File: config.mk
export PLATFORM = sky130hd
export DESIGN_NAME = half_pel_interp_engine
export DESIGN_NICKNAME = d
export VERILOG_FILES = /design/src/rtl/fme_pkg.sv /design/src/rtl/six_tap_fir.sv /design/src/rtl/half_pel_interp_engine.sv
export SDC_FILE = /design/constraint.sdc
export NUM_CORES = 2
export LEC_CHECK = 0
export CAP_MARGIN = 20
export CORE_MARGIN = 1
export CORE_UTILIZATION = 50
export DETAILED_ROUTE_END_ITERATION = 10
export PLACE_DENSITY_LB_ADDON = 0.15
export SLEW_MARGIN = 5
export SYNTH_ARGS = -nofsm -noshare
export SYNTH_HDL_FRONTEND = slang
export SYNTH_SLANG_ARGS = --single-unit
File: constraint.sdc
create_clock -name clk -period 14 [get_ports clk]
set_input_delay 2.1 -clock clk [delete_from_list [all_inputs] [get_ports clk]]
set_output_delay 2.1 -clock clk [all_outputs]
set_load 0.03 [all_outputs]
File: src/rtl/fme_pkg.sv
`default_nettype none
// ============================================================================
// Module   : fme_pkg
// Purpose  : Shared definitions for the half-pel interpolation engine:
//            H.264 6-tap filter taps, 3x3 grid indices, FSM states and the
//            round/clip helper.
// Revision : 1.0  initial release
// ============================================================================
package fme_pkg;

    // H.264 luma half-pel filter taps (1, -5, 20, 20, -5, 1)
    localparam int TAP0 = 1;
    localparam int TAP1 = -5;
    localparam int TAP2 = 20;
    localparam int TAP3 = 20;
    localparam int TAP4 = -5;
    localparam int TAP5 = 1;

    // Grid index k = 3*dy + dx
    localparam int G_UL = 0;
    localparam int G_U  = 1;
    localparam int G_UR = 2;
    localparam int G_L  = 3;
    localparam int G_C  = 4;
    localparam int G_R  = 5;
    localparam int G_DL = 6;
    localparam int G_D  = 7;
    localparam int G_DR = 8;

    typedef enum logic [2:0] {
        ST_LOAD  = 3'd0,
        ST_HPASS = 3'd1,
        ST_VPASS = 3'd2,
        ST_DPASS = 3'd3,
        ST_DRAIN = 3'd4,
        ST_OUT   = 3'd5
    } state_t;

    // Add half an LSB, arithmetic shift, then saturate to [0, 2^pw-1]
    function automatic logic [31:0] round_clip(input logic signed [31:0] v,
                                               input int sh,
                                               input int pw);
        logic signed [31:0] t;
        logic signed [31:0] maxv;
        maxv = (32'sd1 <<< pw) - 32'sd1;
        t    = (v + (32'sd1 <<< (sh - 1))) >>> sh;
        if (t < 0)
            return '0;
        if (t > maxv)
            return maxv;
        return t;
    endfunction

endpackage
`default_nettype wire

File: src/rtl/six_tap_fir.sv
`default_nettype none
// ============================================================================
// Module   : six_tap_fir
// Purpose  : Registered 6-tap FIR (1,-5,20,20,-5,1) on signed inputs. One
//            result per cycle, one cycle of latency.
// Revision : 1.0  initial release
// ============================================================================
module six_tap_fir
    import fme_pkg::*;
#(
    parameter int IN_W  = 15,
    parameter int OUT_W = 22
) (
    input  logic                    clk,
    input  logic                    rst,
    input  logic signed [IN_W-1:0]  i_x0,
    input  logic signed [IN_W-1:0]  i_x1,
    input  logic signed [IN_W-1:0]  i_x2,
    input  logic signed [IN_W-1:0]  i_x3,
    input  logic signed [IN_W-1:0]  i_x4,
    input  logic signed [IN_W-1:0]  i_x5,
    output logic signed [OUT_W-1:0] o_y
);

    localparam logic signed [OUT_W-1:0] c_t0 = OUT_W'(TAP0);
    localparam logic signed [OUT_W-1:0] c_t1 = OUT_W'(TAP1);
    localparam logic signed [OUT_W-1:0] c_t2 = OUT_W'(TAP2);
    localparam logic signed [OUT_W-1:0] c_t3 = OUT_W'(TAP3);
    localparam logic signed [OUT_W-1:0] c_t4 = OUT_W'(TAP4);
    localparam logic signed [OUT_W-1:0] c_t5 = OUT_W'(TAP5);

    logic signed [OUT_W-1:0] w_y_d;
    logic signed [OUT_W-1:0] r_y_q;

    // Weighted sum at full accumulator width; inputs are sign-extended first
    always_comb begin
        w_y_d = OUT_W'(i_x0) * c_t0 + OUT_W'(i_x1) * c_t1 + OUT_W'(i_x2) * c_t2
              + OUT_W'(i_x3) * c_t3 + OUT_W'(i_x4) * c_t4 + OUT_W'(i_x5) * c_t5;
    end

    // Output register
    always_ff @(posedge clk or negedge rst) begin
        if (!rst)
            r_y_q <= '0;
        else
            r_y_q <= w_y_d;
    end

    assign o_y = r_y_q;

endmodule
`default_nettype wire

File: src/rtl/half_pel_interp_engine.sv
`default_nettype none
// ============================================================================
// Module   : half_pel_interp_engine
// Purpose  : Loads a WIN x WIN integer window, then runs 20 filter ops on a
//            single shared 6-tap FIR to produce the 3x3 half-pel grid
//            (8 half-pel candidates + integer centre).
// Revision : 1.0  initial release
// ============================================================================
module half_pel_interp_engine
    import fme_pkg::*;
#(
    parameter int PIX_W = 8,
    parameter int WIN   = 8,
    parameter int CTR   = 3
) (
    input  logic               clk,
    input  logic               rst,
    input  logic               in_valid,
    output logic               in_ready,
    input  logic [PIX_W-1:0]   in_pix,
    output logic               out_valid,
    input  logic               out_ready,
    output logic [9*PIX_W-1:0] out_grid
);

    localparam int c_iw    = PIX_W + 7;
    localparam int c_acc_w = PIX_W + 14;
    localparam int c_npix  = WIN * WIN;
    localparam int c_idx_w = $clog2(c_npix);
    localparam logic [c_idx_w-1:0] c_last_idx = c_idx_w'(c_npix - 1);
    localparam logic [c_idx_w-1:0] c_ctr_idx  = c_idx_w'(CTR * WIN + CTR);

    state_t                    r_state_q, w_state_d;
    logic [c_idx_w-1:0]        r_cnt_q, w_cnt_d;
    logic [4:0]                r_op_q, w_op_d;
    logic                      r_pend_vld_q, w_pend_vld_d;
    logic [4:0]                r_pend_op_q;
    logic [PIX_W-1:0]          r_win_q [c_npix];
    logic signed [c_iw-1:0]    r_lb1_q [7], w_lb1_d [7];
    logic signed [c_iw-1:0]    r_rb1_q [7], w_rb1_d [7];
    logic [PIX_W-1:0]          r_grid_q [9], w_grid_d [9];
    logic signed [c_iw-1:0]    w_tap [6];
    logic [c_idx_w-1:0]        w_pidx [6];
    logic [2:0]                w_iidx [6];
    logic signed [c_acc_w-1:0] w_fir_y;
    logic [PIX_W-1:0]          w_rnd5, w_rnd10;

    assign in_ready  = (r_state_q == ST_LOAD);
    assign out_valid = (r_state_q == ST_OUT);

    // Next state and op scheduling; r_op_q counts the 20 filter ops 0..19
    always_comb begin
        w_state_d    = r_state_q;
        w_cnt_d      = r_cnt_q;
        w_op_d       = r_op_q;
        w_pend_vld_d = (r_state_q == ST_HPASS) || (r_state_q == ST_VPASS) ||
                       (r_state_q == ST_DPASS);
        case (r_state_q)
            ST_LOAD: begin
                if (in_valid) begin
                    if (r_cnt_q == c_last_idx) begin
                        w_cnt_d   = '0;
                        w_op_d    = '0;
                        w_state_d = ST_HPASS;
                    end else begin
                        w_cnt_d = r_cnt_q + 1'b1;
                    end
                end
            end
            ST_HPASS: begin
                w_op_d = r_op_q + 5'd1;
                if (r_op_q == 5'd13)
                    w_state_d = ST_VPASS;
            end
            ST_VPASS: begin
                w_op_d = r_op_q + 5'd1;
                if (r_op_q == 5'd15)
                    w_state_d = ST_DPASS;
            end
            ST_DPASS: begin
                w_op_d = r_op_q + 5'd1;
                if (r_op_q == 5'd19)
                    w_state_d = ST_DRAIN;
            end
            ST_DRAIN: w_state_d = ST_OUT;
            ST_OUT: begin
                if (out_ready) begin
                    w_state_d = ST_LOAD;
                    w_op_d    = '0;
                end
            end
            default: w_state_d = ST_LOAD;
        endcase
    end

    // FIR input mux: ops 0..13 horizontal (row pairs L/R), 14..15 vertical
    // at the centre column, 16..19 vertical over the stored intermediates
    always_comb begin
        for (int i = 0; i < 6; i++) begin
            if (r_op_q < 5'd14)
                w_pidx[i] = c_idx_w'((CTR - 3 + int'(r_op_q >> 1)) * WIN +
                                     CTR - 3 + int'(r_op_q[0]) + i);
            else
                w_pidx[i] = c_idx_w'((CTR - 3 + int'(r_op_q) - 14 + i) * WIN + CTR);
            w_iidx[i] = 3'(int'(r_op_q[0]) + i);
            if (r_op_q < 5'd16)
                w_tap[i] = {{7{1'b0}}, r_win_q[w_pidx[i]]};
            else if (r_op_q < 5'd18)
                w_tap[i] = r_lb1_q[w_iidx[i]];
            else
                w_tap[i] = r_rb1_q[w_iidx[i]];
        end
    end

    six_tap_fir #(
        .IN_W  (c_iw),
        .OUT_W (c_acc_w)
    ) u_fir (
        .clk  (clk),
        .rst  (rst),
        .i_x0 (w_tap[0]),
        .i_x1 (w_tap[1]),
        .i_x2 (w_tap[2]),
        .i_x3 (w_tap[3]),
        .i_x4 (w_tap[4]),
        .i_x5 (w_tap[5]),
        .o_y  (w_fir_y)
    );

    assign w_rnd5  = PIX_W'(round_clip(32'(w_fir_y), 5, PIX_W));
    assign w_rnd10 = PIX_W'(round_clip(32'(w_fir_y), 10, PIX_W));

    // Retire the op issued last cycle into intermediates and the output grid
    always_comb begin
        w_lb1_d  = r_lb1_q;
        w_rb1_d  = r_rb1_q;
        w_grid_d = r_grid_q;
        if (r_state_q == ST_HPASS && r_op_q == 5'd0)
            w_grid_d[G_C] = r_win_q[c_ctr_idx];
        if (r_pend_vld_q) begin
            if (r_pend_op_q < 5'd14) begin
                if (r_pend_op_q[0])
                    w_rb1_d[r_pend_op_q[3:1]] = w_fir_y[c_iw-1:0];
                else
                    w_lb1_d[r_pend_op_q[3:1]] = w_fir_y[c_iw-1:0];
                // Intermediate row index 3 is the centre row: L and R
                if (r_pend_op_q[3:1] == 3'd3) begin
                    if (r_pend_op_q[0])
                        w_grid_d[G_R] = w_rnd5;
                    else
                        w_grid_d[G_L] = w_rnd5;
                end
            end else begin
                case (r_pend_op_q)
                    5'd14:   w_grid_d[G_U]  = w_rnd5;
                    5'd15:   w_grid_d[G_D]  = w_rnd5;
                    5'd16:   w_grid_d[G_UL] = w_rnd10;
                    5'd17:   w_grid_d[G_DL] = w_rnd10;
                    5'd18:   w_grid_d[G_UR] = w_rnd10;
                    5'd19:   w_grid_d[G_DR] = w_rnd10;
                    default: ;
                endcase
            end
        end
    end

    // Window storage; contents are only meaningful once a window is loaded
    always_ff @(posedge clk) begin
        if (r_state_q == ST_LOAD && in_valid)
            r_win_q[r_cnt_q] <= in_pix;
    end

    // Control, intermediate and output registers
    always_ff @(posedge clk or negedge rst) begin
        if (!rst) begin
            r_state_q    <= ST_LOAD;
            r_cnt_q      <= '0;
            r_op_q       <= '0;
            r_pend_vld_q <= 1'b0;
            r_pend_op_q  <= '0;
            for (int i = 0; i < 7; i++) begin
                r_lb1_q[i] <= '0;
                r_rb1_q[i] <= '0;
            end
            for (int k = 0; k < 9; k++)
                r_grid_q[k] <= '0;
        end else begin
            r_state_q    <= w_state_d;
            r_cnt_q      <= w_cnt_d;
            r_op_q       <= w_op_d;
            r_pend_vld_q <= w_pend_vld_d;
            r_pend_op_q  <= r_op_q;
            r_lb1_q      <= w_lb1_d;
            r_rb1_q      <= w_rb1_d;
            r_grid_q     <= w_grid_d;
        end
    end

    // Flatten the grid onto the output bus
    always_comb begin
        for (int k = 0; k < 9; k++)
            out_grid[k*PIX_W +: PIX_W] = r_grid_q[k];
    end

endmodule
`default_nettype wire

### Word level (Yosys, flattened, before mapping)

Memories as Yosys holds them, arrays and structs flattened. A register that Yosys moved wholly into a read port is not among the register bits.
Index checks and enable logic that the tools add are counted.

| storage, ports and cells | value |
|---|---|
| register bits after elaboration | 316 |
| RAM bits | 512 |
| input bits | 12 |
| output and inout port bits | 74 |
| word-level logic and storage cells | 223 |
| memories kept | 1 |

Memory list:

| memory | words | bits a word | rd ports | clocked after Yosys merged registers in | write ports | line | RTL |
|---|---|---|---|---|---|---|---|
| r_win_q | 64 | 8 | 7 | 1 | 1 | half_pel_interp_engine.sv:38 | `logic [PIX_W-1:0] r_win_q [c_npix];` |

| operators by class | value |
|---|---|
| $add $sub $neg | 34 |
| multipliers | 4 |
| order comparisons | 16 |
| equality and inequality tests | 22 |
| mux-type cells | 86 |
| bitwise gates (word level) | 9 |
| reduce and logical (&&, ||, !) cells | 23 |

Operators by type and width:

| cell | number |
|---|---|
| $mux 15 | 37 |
| $bmux 15 s3 | 12 |
| $bwmux 105 | 2 |
| $mul 15x4->19 const B | 4 |
| $add 22x22->22 | 3 |
| $mux 8 | 8 |
| $add 6x3->6 const B | 8 |
| $demux 15 s3 | 1 |
| $mux 6 | 7 |
| $ge 4x4->1 const B | 7 |
| $eq 5x5->1 const B | 5 |
| $reduce_and 3->1 | 8 |
| $add 22x11->23 const B | 1 |
| $add 22x6->23 const B | 1 |
| $add 22x15->22 | 1 |
| $add 15x19->20 | 1 |
| $eq 5x4->1 const B | 4 |
| $not 3->4 | 5 |
| $gt 18x9->1 const B | 1 |
| $lt 18x1->1 const B | 1 |
| $mux 3 | 6 |
| $pmux 3 s6 | 1 |
| $mux 5 | 3 |
| $pmux 5 s3 | 1 |
| other kinds (37) | 66 |

### Longest topological paths before layout

| depth | value |
|---|---|
| depth in word-level cells | 13 |
| mapped depth | 43 |

### Hierarchy

A second synthesis with hierarchy kept.

| unflattened totals | value |
|---|---|
| cell total of the unflattened synthesis | 3646 |
| area total of the unflattened synthesis | 45302.2 sq um |

Modules (own cells, without submodules):

| module | times used | cells each | area an instance (sq um) | seq. area each (sq um) |
|---|---|---|---|---|
| half_pel_interp_engine | 1 | 2862 | 37818.8 | 21070.2 |
| six_tap_fir | 1 | 784 | 7483.4 | 550.5 |

### Worst setup path after synthesis

Ideal clock, no wire load.

| timing path | value |
|---|---|
| path kind | register to register |
| start point | register r_op_q[0] |
| end point | register u_fir.r_y_q[20] (netlist: u_fir.o_y[20]) |
| arrival | 9120 ps |
| data required time | 13920 ps |
| slack | 4800 ps |
| stages on the path, launching flop included | 36 |
| path buffers | 7 |
| cells stage by stage | dfrtp_1 > buf_4 > inv_1 > buf_2 > buf_2 > buf_2 > buf_2 > buf_2 > ha_1 > a21oi_2 > buf_4 > mux2_2 > a211oi_1 > a211o_1 > fa_1 > ha_1 > inv_1 > fa_1 > inv_1 > fa_1 > a211oi_1 > o21ai_0 > o21a_1 > a41o_1 > o31a_1 > xnor2_1 > fa_1 > inv_1 > fa_1 > ha_1 > a21o_1 > a31o_2 > or4_1 > a311o_1 > a21oi_1 > xnor2_1 |

| between the ends | value |
|---|---|
| cells in the longest elaborated chain, start to end | 13 |

Ends and longest elaborated chain:

| element | line | RTL |
|---|---|---|
| start, declared | half_pel_interp_engine.sv:35 | `logic [4:0] r_op_q, w_op_d;` |
| start signal, assigned | half_pel_interp_engine.sv:190 | `r_op_q <= w_op_d;` |
| parallel branches: the longest is 12 deep, another holds $add 22x22->22 | - |  |
| $add 22x15->22 (*) | six_tap_fir.sv:38 | `+ OUT_W'(i_x3) * c_t3 + OUT_W'(i_x4) * c_t4 + OUT_W'(i_x5) * c_t5;` |
| named net u_fir.w_y_d[20] | six_tap_fir.sv:32 | `logic signed [OUT_W-1:0] w_y_d;` |
| end signal, assigned | six_tap_fir.sv:46 | `r_y_q <= w_y_d;` |
| end, declared | six_tap_fir.sv:33 | `logic signed [OUT_W-1:0] r_y_q;` |

Mark *: on every way through the listed nets, which the timed path passes. The select of a mux whose other input is x is not followed.
A chain may end at the register's enable or synchronous reset.

### Worst setup path after layout

| timing path | value |
|---|---|
| start point | register r_op_q[1] |
| end point | register u_fir.r_y_q[20] (netlist: u_fir.o_y[20]) |

| between the ends | value |
|---|---|
| cells in the longest elaborated chain, start to end | 13 |

Ends and longest elaborated chain:

| element | line | RTL |
|---|---|---|
| $add 6x2->6 | half_pel_interp_engine.sv:101 | `w_pidx[i] = c_idx_w'((CTR - 3 + int'(r_op_q >> 1)) * WIN +` |
| $sub 6x2->6 | half_pel_interp_engine.sv:102 | `CTR - 3 + int'(r_op_q[0]) + i);` |
| $add 6x2->6 (2 in series) | half_pel_interp_engine.sv:102 |  |
| $mux 6 | half_pel_interp_engine.sv:100 | `if (r_op_q < 5'd14)` |
| $mem_v2 64x8 | - |  |
| $mux 15 | half_pel_interp_engine.sv:106 | `if (r_op_q < 5'd16)` |
| $mul 15x4->19 | six_tap_fir.sv:37 | `w_y_d = OUT_W'(i_x0) * c_t0 + OUT_W'(i_x1) * c_t1 + OUT_W'(i_x2) * c_t2` |
| $add 15x19->20 | six_tap_fir.sv:37 |  |
| $add 22x22->22 | six_tap_fir.sv:37 |  |
| $add 22x22->22 (2 in series) | six_tap_fir.sv:38 |  |
| $add 22x15->22 (*) | six_tap_fir.sv:38 |  |
| named net u_fir.w_y_d[20] | six_tap_fir.sv:32 |  |

Mark *: on every way through the listed nets, which the timed path passes. The rest lies on a longest branch.

==> impl_results.md <==
* Post-Syn Area at between 40000 and 50000 sq um
* FP Rows at between 100 and 150
* Avg Cell Area, Syn at about 12 sq um
* Synth area leaders: edfxtp_1 30%, dfrtp_1 18%, mux2_2 6.1%
* Postcts setup bufs at 0
* Post-Route WL at about 160000 um
* Synth Flop Type: edfxtp_1
* Worst-path clk slew at 0.07 ns
* Worst path slowest cell: dfrtp_4
* Post-CTS Hold Buffers at 0
* Worst setup margin at about 2.7 ns
* Final Core Density at a little under three fifths
* CP most frequent cell: ha_1
* Final worst-path cycle share at 80.4%
* Detailed Routing Iterations Pass 1 at 7
* Hold Vio Cnt, Final at 0
* Grt total ovfl at 0
* # Max-Cap Violations at 0
* Fin. max-slew vios at 1
* Routability cong. at roughly 1.0
* Setup Skew at approximately 0.031 ns
* Final ANT Viol Nets at 0
* Place WS at 3.00 ns
* Drt drc at 0
* Critical Path AT at between 10 and 15 ns
* Setup crit start kind: flop
* Vias at 34.5k
* Initial antenna violation count at 7
* Vias in the first global route at 33.2k
* Nets at ~4.2k
* Register bit total from synthesis at 784
* Top cell type's share of synthesized area at 30.3%
* Final setup vio count at 0
* Pin count of the biggest net entering global routing at 120
* Per-cell routed wire length at 31.5 um
* Final HPWL DP at 113000 um
* CTS Buf Count at 83
* CTS H-tree depth at 3
* Worst slew pin tran at 1.53 ns
* Mapped Nets at 4183
* Clk_lat worst skew at ~0.67 ns
* Netlist cell types at 94
* Fmax at 88.9 MHz
* Min Tclk post-route at 11.25 ns
* Reg2reg setup slack at 2.75 ns
* Crit. End Element: flop
* Initial core utilization at between 50% and 60%
* Area growth syn-to-layout at 10.5%
* I/O Buffers at 85
* Top cell type by total area after synthesis: edfxtp_1
* Slew headroom at -2.09%
* R2r endpoint: u_fir.o_y[20]$_DFF_PN0_
* YS warnings at 0
* Sink Count at ~800
* Required time worst endpoint at about 15 ns
* Failing checks: max-slew violations
* Seq/Total Area, Yosys at about half
* Boundary Pins at 86
* Reg2reg path depth at 33
* Post_cts resized at 0
* CP Class: flop to flop
* Hold Crit Endpoint: r_rb1_q[104]$_DFFE_PN0P_
* RSZ-0062 raised after global routing: false
* Die area at 92400 sq um
* GRT Overall Usage at 34.8%
* CTS Buffer Depth at 3
* CTS tree: yes
* HP Start: r_rb1_q[104]$_DFFE_PN0P_
* Hold Path Cell Cnt at 2
* DRT iter0 DRCs at around 4.7k
* First-pass GRT wire length at approximately 230000 um
* Status: complete, but fails checks
* EDFF count, synth at 460
* Layout cells sized above 1 at 15.1%
* Hold crit path type: flop to flop
* Die span in x at 304 um
* Gate Count Post-Synth at roughly 3.9k
* Ys async rst share at between 40% and 50%
* Setup_tns at 0 ns
* Die height at 304 um
* Vias per inst at approximately 6.7
* Largest stage delay on the critical path at 0.72 ns
* Core ar. at about 90000 sq um
* Root Buffer: clkbuf_16
* CP max FO at 115
* RR Startpoint: r_op_q[1]$_DFFE_PN0P_
## through the flow
| stage | hold slack (ns) | cells | area [sq um] |
|---|---|---|---|
| after global routing | 0.510 | 5146 | 50400 |
| final | 0.480 | 5147 | 50400 |
| after global placement | 0.462 | 4981 | 47400 |
| after CTS | 0.486 | 5137 | 50300 |
| after floorplan | 0.349 | 3889 | 45600 |
| after detailed placement | 0.472 | 4983 | 47400 |
## cell type report
cell class / instances / area, sq um
timing repair buffer: 189 / 1620
sequential: 784 / 21900
fill: 7570 / 39800
tap: 1176 / 1470
clock inverter: 48 / 647
inverter: 176 / 663
antenna: 2 / 5.00
clock buffer: 106 / 2230
multi-input combinational: 2666 / 21800
## worst max-delay path by stage
stage                     cells past startpoint                       to  slack (ns)                  start
after floorplan                              35  u_fir.o_y[20]$_DFF_PN0_        4.80  r_op_q[0]$_DFFE_PN0P_
after detailed placement                     33  u_fir.o_y[20]$_DFF_PN0_        3.00  r_op_q[1]$_DFFE_PN0P_
after global placement                       33  u_fir.o_y[20]$_DFF_PN0_        3.07  r_op_q[1]$_DFFE_PN0P_
after global routing                         36  u_fir.o_y[21]$_DFF_PN0_        2.35  r_op_q[1]$_DFFE_PN0P_
after CTS                                    33  u_fir.o_y[20]$_DFF_PN0_        2.96  r_op_q[1]$_DFFE_PN0P_
final                                        33  u_fir.o_y[20]$_DFF_PN0_        2.75  r_op_q[1]$_DFFE_PN0P_
## worst max-delay path, delay by kind of cell (launching register included)
kind	cells	cell delay [ns]
and+or+nand+nor	1	0.48
adders and majority gates	9	3.24
DFF	1	0.72
buffers and inverters	5	1.10
muxes	2	1.01
AOI/OAI and AO/OA	14	3.92
xor gates and xnor gates	2	0.48
## sequential cells by signal, indices dropped and copies added, names as in the netlist
name,cells
out_grid,72
r_cnt_q,6
r_lb1_q,105
r_op_q,5
r_pend_op_q,5
r_pend_vld_q,1
r_rb1_q,105
r_state_q,3
r_win_q,460
u_fir.o_y,22
## cell usage in the layout, fill, tap and decap left out, types with 50 or more instances in the layout
master and instances:
a211oi_1 68, a21oi_1 149, a221oi_1 78, buf_4 96, clkbuf_16 83, clkdlybuf4s50_1 76, dfrtp_1 321, edfxtp_1 460
fa_1 102, ha_1 180, inv_1 174, mux2_2 246, mux2i_1 233, mux4_2 50, nand2_1 319, nand3_1 61
nor2_1 225, nor3_1 51, o21ai_0 134, o22ai_1 66, xnor2_1 61, xor2_1 50
## cell usage after synthesis, drive strengths merged (61+ instances only)
| library cell | number |
|---|---|
| o21ai | 148 |
| buf | 162 |
| mux2 | 246 |
| nand2 | 320 |
| edfxtp | 460 |
| ha | 180 |
| xnor2 | 61 |
| o22ai | 66 |
| fa | 102 |
| a211oi | 70 |
| mux2i | 238 |
| nand3 | 62 |
| a21oi | 155 |
| nor2 | 229 |
| dfrtp | 324 |
| inv | 175 |
| a221oi | 78 |
| clkbuf | 101 |
## cells by family (layout without fill, tap and decap cells)
group,Yosys count,count (layout),share of synthesized area (%)
muxes,535,535,13.8
AOI/OAI and AO/OA,889,889,13.8
and+or+nand+nor,848,848,8.46
adders and majority gates,283,283,9.44
other,0,2,0
xor gates and xnor gates,111,111,2.13
DFF,784,784,48.1
buffers and inverters,439,519,4.28
## metal layers
metal	part of all wire [%]	track usage [%]
met5	0.026	0
met4	8.0	23.1
met3	10	8.66
met2	45	54.1
met1	36	43.0
Power is not shown: default switching activity piles up to over one toggle a cycle in this logic, so the estimate is an artifact.
